==> config.mk <==
export PLATFORM = sky130hd
export DESIGN_NAME = wdf_alloc
export DESIGN_NICKNAME = d
export VERILOG_FILES = /design/src/rtl/wdf_pkg.sv /design/src/rtl/wdf_id_fifo.sv /design/src/rtl/wdf_alloc.sv
export SDC_FILE = /design/constraint.sdc
export NUM_CORES = 1
export LEC_CHECK = 0
export CORE_MARGIN = 2
export CORE_UTILIZATION = 50
export CTS_CLUSTER_DIAMETER = 150
export DETAILED_ROUTE_END_ITERATION = 7
export GPL_ROUTABILITY_DRIVEN = 0
export PLACE_DENSITY = 0.85
export REMOVE_ABC_BUFFERS = 1
export SYNTH_ARGS = -nofsm -noshare
export SYNTH_HDL_FRONTEND = slang
export SYNTH_SLANG_ARGS = --single-unit
==> constraint.sdc <==
create_clock -name clk -period 6 [get_ports clk]
set_input_delay 0.6 -clock clk [delete_from_list [all_inputs] [get_ports clk]]
set_output_delay 0.6 -clock clk [all_outputs]
set_load 0.1 [all_outputs]
==> src/rtl/wdf_pkg.sv <==
// Shared WDF definitions: slot count, widths and the slot/data types used by
// the allocator, the write data FIFO and the command scheduler.
package wdf_pkg;

  localparam int SLOTS  = 8;
  localparam int PTR_W  = 3;
  localparam int DATA_W = 64;

  typedef logic [PTR_W-1:0]  slot_t;
  typedef logic [DATA_W-1:0] wdata_t;
  typedef logic [PTR_W:0]    cnt_t;

  function automatic cnt_t popcount(input logic [SLOTS-1:0] v);
    cnt_t c;
    c = '0;
    for (int i = 0; i < SLOTS; i++) begin
      c = c + cnt_t'(v[i]);
    end
    return c;
  endfunction

endpackage

==> src/rtl/wdf_id_fifo.sv <==
// In-order FIFO of allocated slot ids, depth SLOTS, with occupancy count.
module wdf_id_fifo
  import wdf_pkg::*;
(
  input  logic  clk,
  input  logic  rst,
  input  logic  push,
  input  slot_t push_slot,
  input  logic  pop,
  output slot_t head,
  output cnt_t  count
);

  slot_t mem [SLOTS];
  slot_t wr_ptr;
  slot_t rd_ptr;
  cnt_t  cnt;
  logic  do_pop;

  // Pops on an empty FIFO are dropped; pushes can never find it full.
  assign do_pop = pop && (cnt != '0);
  assign head   = mem[rd_ptr];
  assign count  = cnt;

  always_ff @(posedge clk) begin
    if (rst) begin
      wr_ptr <= '0;
      rd_ptr <= '0;
      cnt    <= '0;
      for (int i = 0; i < SLOTS; i++) begin
        mem[i] <= '0;
      end
    end else begin
      if (push) begin
        mem[wr_ptr] <= push_slot;
        wr_ptr      <= wr_ptr + PTR_W'(1);
      end
      if (do_pop) begin
        rd_ptr <= rd_ptr + PTR_W'(1);
      end
      cnt <= cnt + cnt_t'(push) - cnt_t'(do_pop);
    end
  end

endmodule

==> src/rtl/wdf_alloc.sv <==
// WDF slot allocator: lowest-free-slot allocation, registered WDF write stage,
// in-order id hand-off to the scheduler. Option: WDF_ALLOC_PARITY_EN.
module wdf_alloc
  import wdf_pkg::*;
(
  input  logic   clk,
  input  logic   rst,
  input  logic   host_valid,
  input  wdata_t host_data,
  output logic   host_ready,
  output logic   wdf_wr,
  output slot_t  wdf_wptr,
  output wdata_t wdf_data,
  output logic   wdf_wr_p,
  output logic   cmd_valid,
  output slot_t  cmd_slot,
  input  logic   cmd_ready,
  input  logic   rel_valid,
  input  slot_t  rel_slot,
  output cnt_t   free_cnt,
  output logic   err
);

  logic [SLOTS-1:0] free_map;
  logic [SLOTS-1:0] free_next;
  slot_t            alloc_slot;
  logic             accept;
  logic             rel_ok;
  cnt_t             fifo_count;

  assign host_ready = !rst && (free_map != '0);
  assign accept     = host_valid && host_ready;
  assign rel_ok     = rel_valid && !free_map[rel_slot];
  assign free_cnt   = popcount(free_map);
  assign cmd_valid  = (fifo_count != '0);

  // Scanning downward leaves the lowest set bit as the final winner.
  always_comb begin
    alloc_slot = '0;
    for (int i = SLOTS - 1; i >= 0; i--) begin
      if (free_map[i]) alloc_slot = slot_t'(i);
    end
  end

  // Release works on the pre-edge bitmap, so a freed slot is not allocatable
  // until the following cycle.
  always_comb begin
    free_next = free_map;
    if (accept) free_next[alloc_slot] = 1'b0;
    if (rel_ok) free_next[rel_slot]   = 1'b1;
  end

  always_ff @(posedge clk) begin
    if (rst) begin
      free_map <= '1;
      err      <= 1'b0;
    end else begin
      free_map <= free_next;
      if (rel_valid && free_map[rel_slot]) err <= 1'b1;
    end
  end

  always_ff @(posedge clk) begin
    if (rst) begin
      wdf_wr   <= 1'b0;
      wdf_wptr <= '0;
      wdf_data <= '0;
    end else begin
      wdf_wr <= accept;
      if (accept) begin
        wdf_wptr <= alloc_slot;
        wdf_data <= host_data;
      end
    end
  end

`ifdef WDF_ALLOC_PARITY_EN
  always_ff @(posedge clk) begin
    if (rst) begin
      wdf_wr_p <= 1'b0;
    end else if (accept) begin
      wdf_wr_p <= ^host_data;
    end
  end
`else
  assign wdf_wr_p = 1'b0;
`endif

  wdf_id_fifo u_id_fifo (
    .clk       (clk),
    .rst       (rst),
    .push      (accept),
    .push_slot (alloc_slot),
    .pop       (cmd_ready),
    .head      (cmd_slot),
    .count     (fifo_count)
  );

endmodule
# After elaboration in Yosys (flattened, before gate mapping)
# Memory sizes are Yosys's and may differ from the RTL's. A register that Yosys moved wholly into a read port is not among the register bits.
# Index checks and enable logic that the tools add are counted.
[totals] register_bits=87 ram_bits=24 out_inout_bits=79 word_cells=65 n_memories=1
[op_classes] add_sub_neg=11 magnitude_cmp=4 muxes=26 bitwise=3 n_reduce_logical=12
[mem_list] memory="u_id_fifo.mem" depth=8 word_bits=3 read_ports=1 rd_ports_with_merged_regs=1 write_ports=8 line="wdf_id_fifo.sv:14" text="slot_t mem [SLOTS];"
[ops] cell="2-to-1 mux 3 bit" n=12
[ops] cell="adder 4 x 1 -> 4 bit" n=5
[ops] cell="2-to-1 mux 8 bit" n=2
[ops] cell="2-to-1 mux 1 bit" n=9
[ops] cell="AND 8 bit" n=1
[ops] cell="< comparator 3 x 4 -> 1 bit (second input constant)" n=2
[ops] cell="inverter 8 bit" n=1
[ops] cell="bitwise OR 8 bit" n=1
[ops] cell="nonzero test 8 bit" n=1
[ops] cell="logical AND 1 bit" n=7
[ops] cell="adder 3 x 1 -> 3 bit (second input constant)" n=2
[ops] cell="demux 1 bit (select 3 bit)" n=2
[ops] cell="greater-or-equal comparator 3 x 1 -> 1 bit (second input constant)" n=2
[ops] cell="adder 3 x 1 -> 4 bit" n=1
[ops] cell="nonzero test 4 bit" n=1
[ops] cell="subtractor 4 x 1 -> 4 bit" n=1
[ops] cell="adder 2 x 1 -> 3 bit" n=1
[ops] cell="binary-select mux 1 bit (select 3 bit)" n=1
[ops] cell="OR reduction 3 bit" n=1
[ops] cell="adder 1 x 1 -> 2 bit" n=1
[ops] cell="logical NOT 1 bit" n=2

# Logic depth before layout (Yosys ltp)
[depth] word_depth=17 mapped_depth=12 depth_no_buf=11

# Hierarchy
# Synthesis repeated with hierarchy kept, for this count alone.
[hier_totals] cells_unflattened=536 hier_area_um2=5014.8
[modules_own_cells] mod="wdf_alloc" instances=1 cells_each=393 area_each_um2=3200.6 seq_area_each_um2=1541.5
[modules_own_cells] mod="wdf_id_fifo" instances=1 cells_each=143 area_each_um2=1814.2 seq_area_each_um2=980.9

# Least setup slack after synthesis
# Ideal clock, no wire load.
[synth_path] path_type="flip-flop to output port" start="register free_map[0]" end="output port free_cnt[2]" arrival_time_ns=4.012 required_time_ns=5.400 path_slack_ns=1.388 stages_incl_launch_ff=10 n_path_buf=0 cell_sequence="dfxtp_1 fa_1 inv_1 fa_1 fa_1 inv_1 ha_1 inv_1 fa_1 xnor2_1"
[synth_via] elab_chain_cells=7
[synth_rtl] element="start, declared" line="wdf_alloc.sv:24" text="logic [SLOTS-1:0] free_map;"
[synth_rtl] element="start signal, assigned" line="wdf_alloc.sv:58" text="free_map <= free_next;"
[synth_rtl] element="adder 1 x 1 -> 2 bit" line="wdf_pkg.sv:17" text="c = c + cnt_t'(v[i]);"
[synth_rtl] element="adder 2 x 1 -> 3 bit" line="wdf_pkg.sv:17"
[synth_rtl] element="adder 3 x 1 -> 4 bit" line="wdf_pkg.sv:17"
[synth_rtl] element="adder 4 x 1 -> 4 bit (4 in a row)" line="wdf_pkg.sv:17"
[synth_rtl] element="end, declared" line="wdf_alloc.sv:20" text="output cnt_t free_cnt,"
# No other way between the ends.

# Worst setup path in the final report
# Ends and elaborated chain as after synthesis.

==> flow_summary_export.csv <==
group,metric,value,unit
run_status,status,"finished, final reports clean",
sta,fin_crit,5.01,ns
place,placed_area,0.00629,mm2
sta,finClkSkew,0.0104,ns
logic_synthesis,ys_seq_area_share,52.9,%
drt,drt-total-wl,12.1,mm
drt,vias,4142,
sta,hold_viol_final,0,
global_routing,grt_max_degree,77,
clocking,clk_pin_slew,0.06,ns
logic_synthesis,synth_seq_cells,114,
logic_synthesis,ys_types,45,
logic_synthesis,syn_area,0.00477,mm2
finish,layout_commonest_cell,"clkdlybuf4s50_1",
worst_setup_path,worst_path_largest_cell_delay,1.16,ns
floorplanning,dieArea,0.0103,mm2
worst_setup_path,path_buf_inv,4,
min_path,min_path_type,"reg2reg",
worst_setup_path,critical_path_class,"reg2out",
drt,avgViaCountPerCell,5.16,
logic_synthesis,syn_avg_cell_area,9.05,um2
worst_setup_path,slowest_stage,"clkdlybuf4s50_1",
worst_setup_path,crit_family,"adder cells",
sta,maxSlewViolCount,0,
clocking,cts_tree,"built",
logic_synthesis,yosysWarningCount,0,
floorplanning,die_x,102,um
clocking,cts.repair.resized,0,
drt,drc,0,
min_path,hold_path_end,"wdf_data[32]",
sta,max_freq,200,MHz
min_path,hold_start,"wdf_data[32]",
finish,area_growth,43.8,%
worst_setup_path,r2r_end,"u_id_fifo.count[3]",
clocking,h-tree-depth,4,
power,leakagePower,2.62,nW
drt,dr.pass1.iters,4,
clocking,clockBufferDepth,2,
logic_synthesis,synth_edf_count,24,
global_routing,grt_usage,23.7,%
worst_setup_path,cp-end-kind,"primary output",
worst_setup_path,worst-path-max-fanout,8,
clocking,cts_setup_buffers,0,
sta,rsz0062_at_grt,"false",
finish,final_area,0.00686,mm2
finish,diodes,0,
drt,drtAntennaViolNets,0,
sta,fin_crit_sh,83.4,%
clocking,hold_buffers,0,
floorplanning,rows,35,
min_path,hold_depth,2,
worst_setup_path,crit_required,5.40,ns
worst_setup_path,ff2ff_path_depth,9,
finish,fill_cells,666,
worst_setup_path,arrival,4.41,ns
flow_run,cap_violations,0,
clocking,insertion_delay,0.50,ns
worst_setup_path,rrSetupSlack,2.83,ns
clocking,cts_buffers,17,
place,port_buffers,149,
sta,tns,0,ns
worst_setup_path,reg2reg_from,"free_map[4]",
drt,dr.first_iter.drc_count,194,
global_routing,globalRouteOverflowTotal,0,
floorplanning,start_util,51.6,%
finish,nets,750,
clocking,cts.sinks,114,
finish,final_layout_size_suffix_gt1_share,7.42,%
global_routing,grt_pass1_vias,4140,
power,power_density,382,mW/mm2
logic_synthesis,synthArstFlopShare,0,%
floorplanning,io_pins,151,
logic_synthesis,syn_inst,527,
place,dpl.hpwl,8.40,mm
logic_synthesis,synth_flop_cell,"dfxtp_1",
worst_setup_path,critPathLaunchType,"flip-flop",
floorplanning,core_area,0.00924,mm2
drt,avgRoutedWirePerCell,15.0,um
finish,final_cell_mix,"149 x clkdlybuf4s50_1, 145 x nand2_1, 90 x dfxtp_1",
sta,tightest_slew,1.04,ns
worst_setup_path,worstPathCellList,"fa_1 > inv_1 > fa_1 > fa_1 > inv_1 > ha_1 > inv_1 > fa_1 > xnor2_1 > clkdlybuf4s50_1",
sta,slew_headroom,30.5,%
global_routing,grt_pass1_wl,18.9,mm
worst_setup_path,crit_top_cell,"fa_1",
global_routing,antenna_found_initial,0,
clocking,cts_root_buf,"clkbuf_8",
sta,finalSetupViolations,0,
floorplanning,die_y,102,um
power,vdd_drop_max,0.211,mV
[area by class of cell]
| class | instances | area, um2 | area share (%) |
|---|---|---|---|
| Tap cell | 129 | 161 | 2.35 |
| Timing Repair Buffer | 152 | 1510 | 22.1 |
| Sequential cell | 114 | 2520 | 36.8 |
| Clock buffer | 19 | 443 | 6.46 |
| Inverter | 23 | 87.6 | 1.28 |
| Clock inverter | 13 | 133 | 1.93 |
| Multi-Input combinational cell | 353 | 2000 | 29.2 |
[layer usage]
layer	GRT usage, %	vias up	wire length [um]
li1	-	2037	-
met4	9.56	0	252
met5	0	-	0
met2	39.7	170	6020
met1	26.0	1908	4710
met3	11.0	27	1070
[per-stage QoR]
| stage | power, mW | std cells | hold slack (ns) | utilization [%] | setup WS [ns] |
|---|---|---|---|---|---|
| finish | 2.62 | 803 | 0.454 | 74.3 | 0.995 |
| global route | 2.72 | 803 | 0.474 | 74.3 | 0.855 |
| CTS | 2.64 | 803 | 0.458 | 74.3 | 0.975 |
| detailed placement | 1.67 | 771 | 0.450 | 68.0 | 1.51 |
| global placement | 1.65 | 771 | 0.444 | 68.0 | 1.62 |
| floorplan | 1.47 | 490 | 0.485 | - | 1.34 |
[how the worst max path moves through the flow]
stage	from	to	slack [ns]	cells past startpoint
after floorplan	rst	u_id_fifo.count[2]	1.34	8
after global placement	free_map[0]	free_cnt[2]	1.62	10
after detailed placement	free_map[0]	free_cnt[2]	1.51	10
after CTS	free_map[0]	free_cnt[2]	0.98	10
after global routing	free_map[0]	free_cnt[2]	0.86	10
final	free_map[0]	free_cnt[2]	0.99	10
[cells in the mapped netlist, types with 2 or more instances]
master,number,share of area [%]
a211o_1,3,0.55
a21oi_1,10,1.0
a31oi_1,2,0.26
buf_2,3,0.31
buf_6,2,0.47
clkbuf_1,31,2.4
dfxtp_1,90,38
edfxtp_1,24,15
fa_1,5,2.1
ha_1,12,3.1
inv_1,22,1.7
mux2_2,3,0.71
mux2i_1,3,0.63
mux4_2,6,2.8
nand2_1,145,11
nand2b_1,3,0.39
nand3_1,5,0.52
nand3b_1,3,0.47
nand4_1,3,0.39
nand4b_1,2,0.37
nor2_1,29,2.3
nor2b_1,3,0.39
nor3_1,7,0.73
nor4_1,8,1.0
o211ai_1,2,0.31
o21ai_0,73,7.7
o31ai_1,4,0.63
or2_2,2,0.26
xnor2_1,4,0.73
xor2_1,3,0.55
[cell families (layout without fill, tap and decap cells)]
logic type	Yosys count	count (layout)	synth area share, %
compound gates	99	99	11.5
flops	114	114	52.9
other cells	1	1	0.0786
fa+ha+maj	17	17	5.25
simple gates	217	217	19.7
buf+inv	60	207	5.19
xor+xnor	7	7	1.29
mux	12	12	4.17
[report_power, final]
group | total (mW) | internal [mW] | leakage [nW] | switching, mW
combinational | 0.761 | 0.233 | 1.34 | 0.528
sequential | 0.896 | 0.846 | 0.992 | 0.0495
clock | 0.964 | 0.613 | 0.279 | 0.351
total | 2.62 | 1.69 | 2.62 | 0.929
[registers in the layout, indices dropped and copies added, names as in the netlist, named ones only]
name              flops
wdf_wr                1
wdf_data             64
err                   1
u_id_fifo.wr_ptr      3
u_id_fifo.count       4
u_id_fifo.rd_ptr      3
wdf_wptr              3
free_map              8
u_id_fifo.mem        24
[worst min-delay path, delay by kind of cell, from the launching register on]
kind / cells / cell delay, ns
AND/OR/NAND/NOR: 1 / 0.05
flip-flops: 1 / 0.30
AO/OA/AOI/OAI: 1 / 0.06
(Power assumes the default switching activity.)
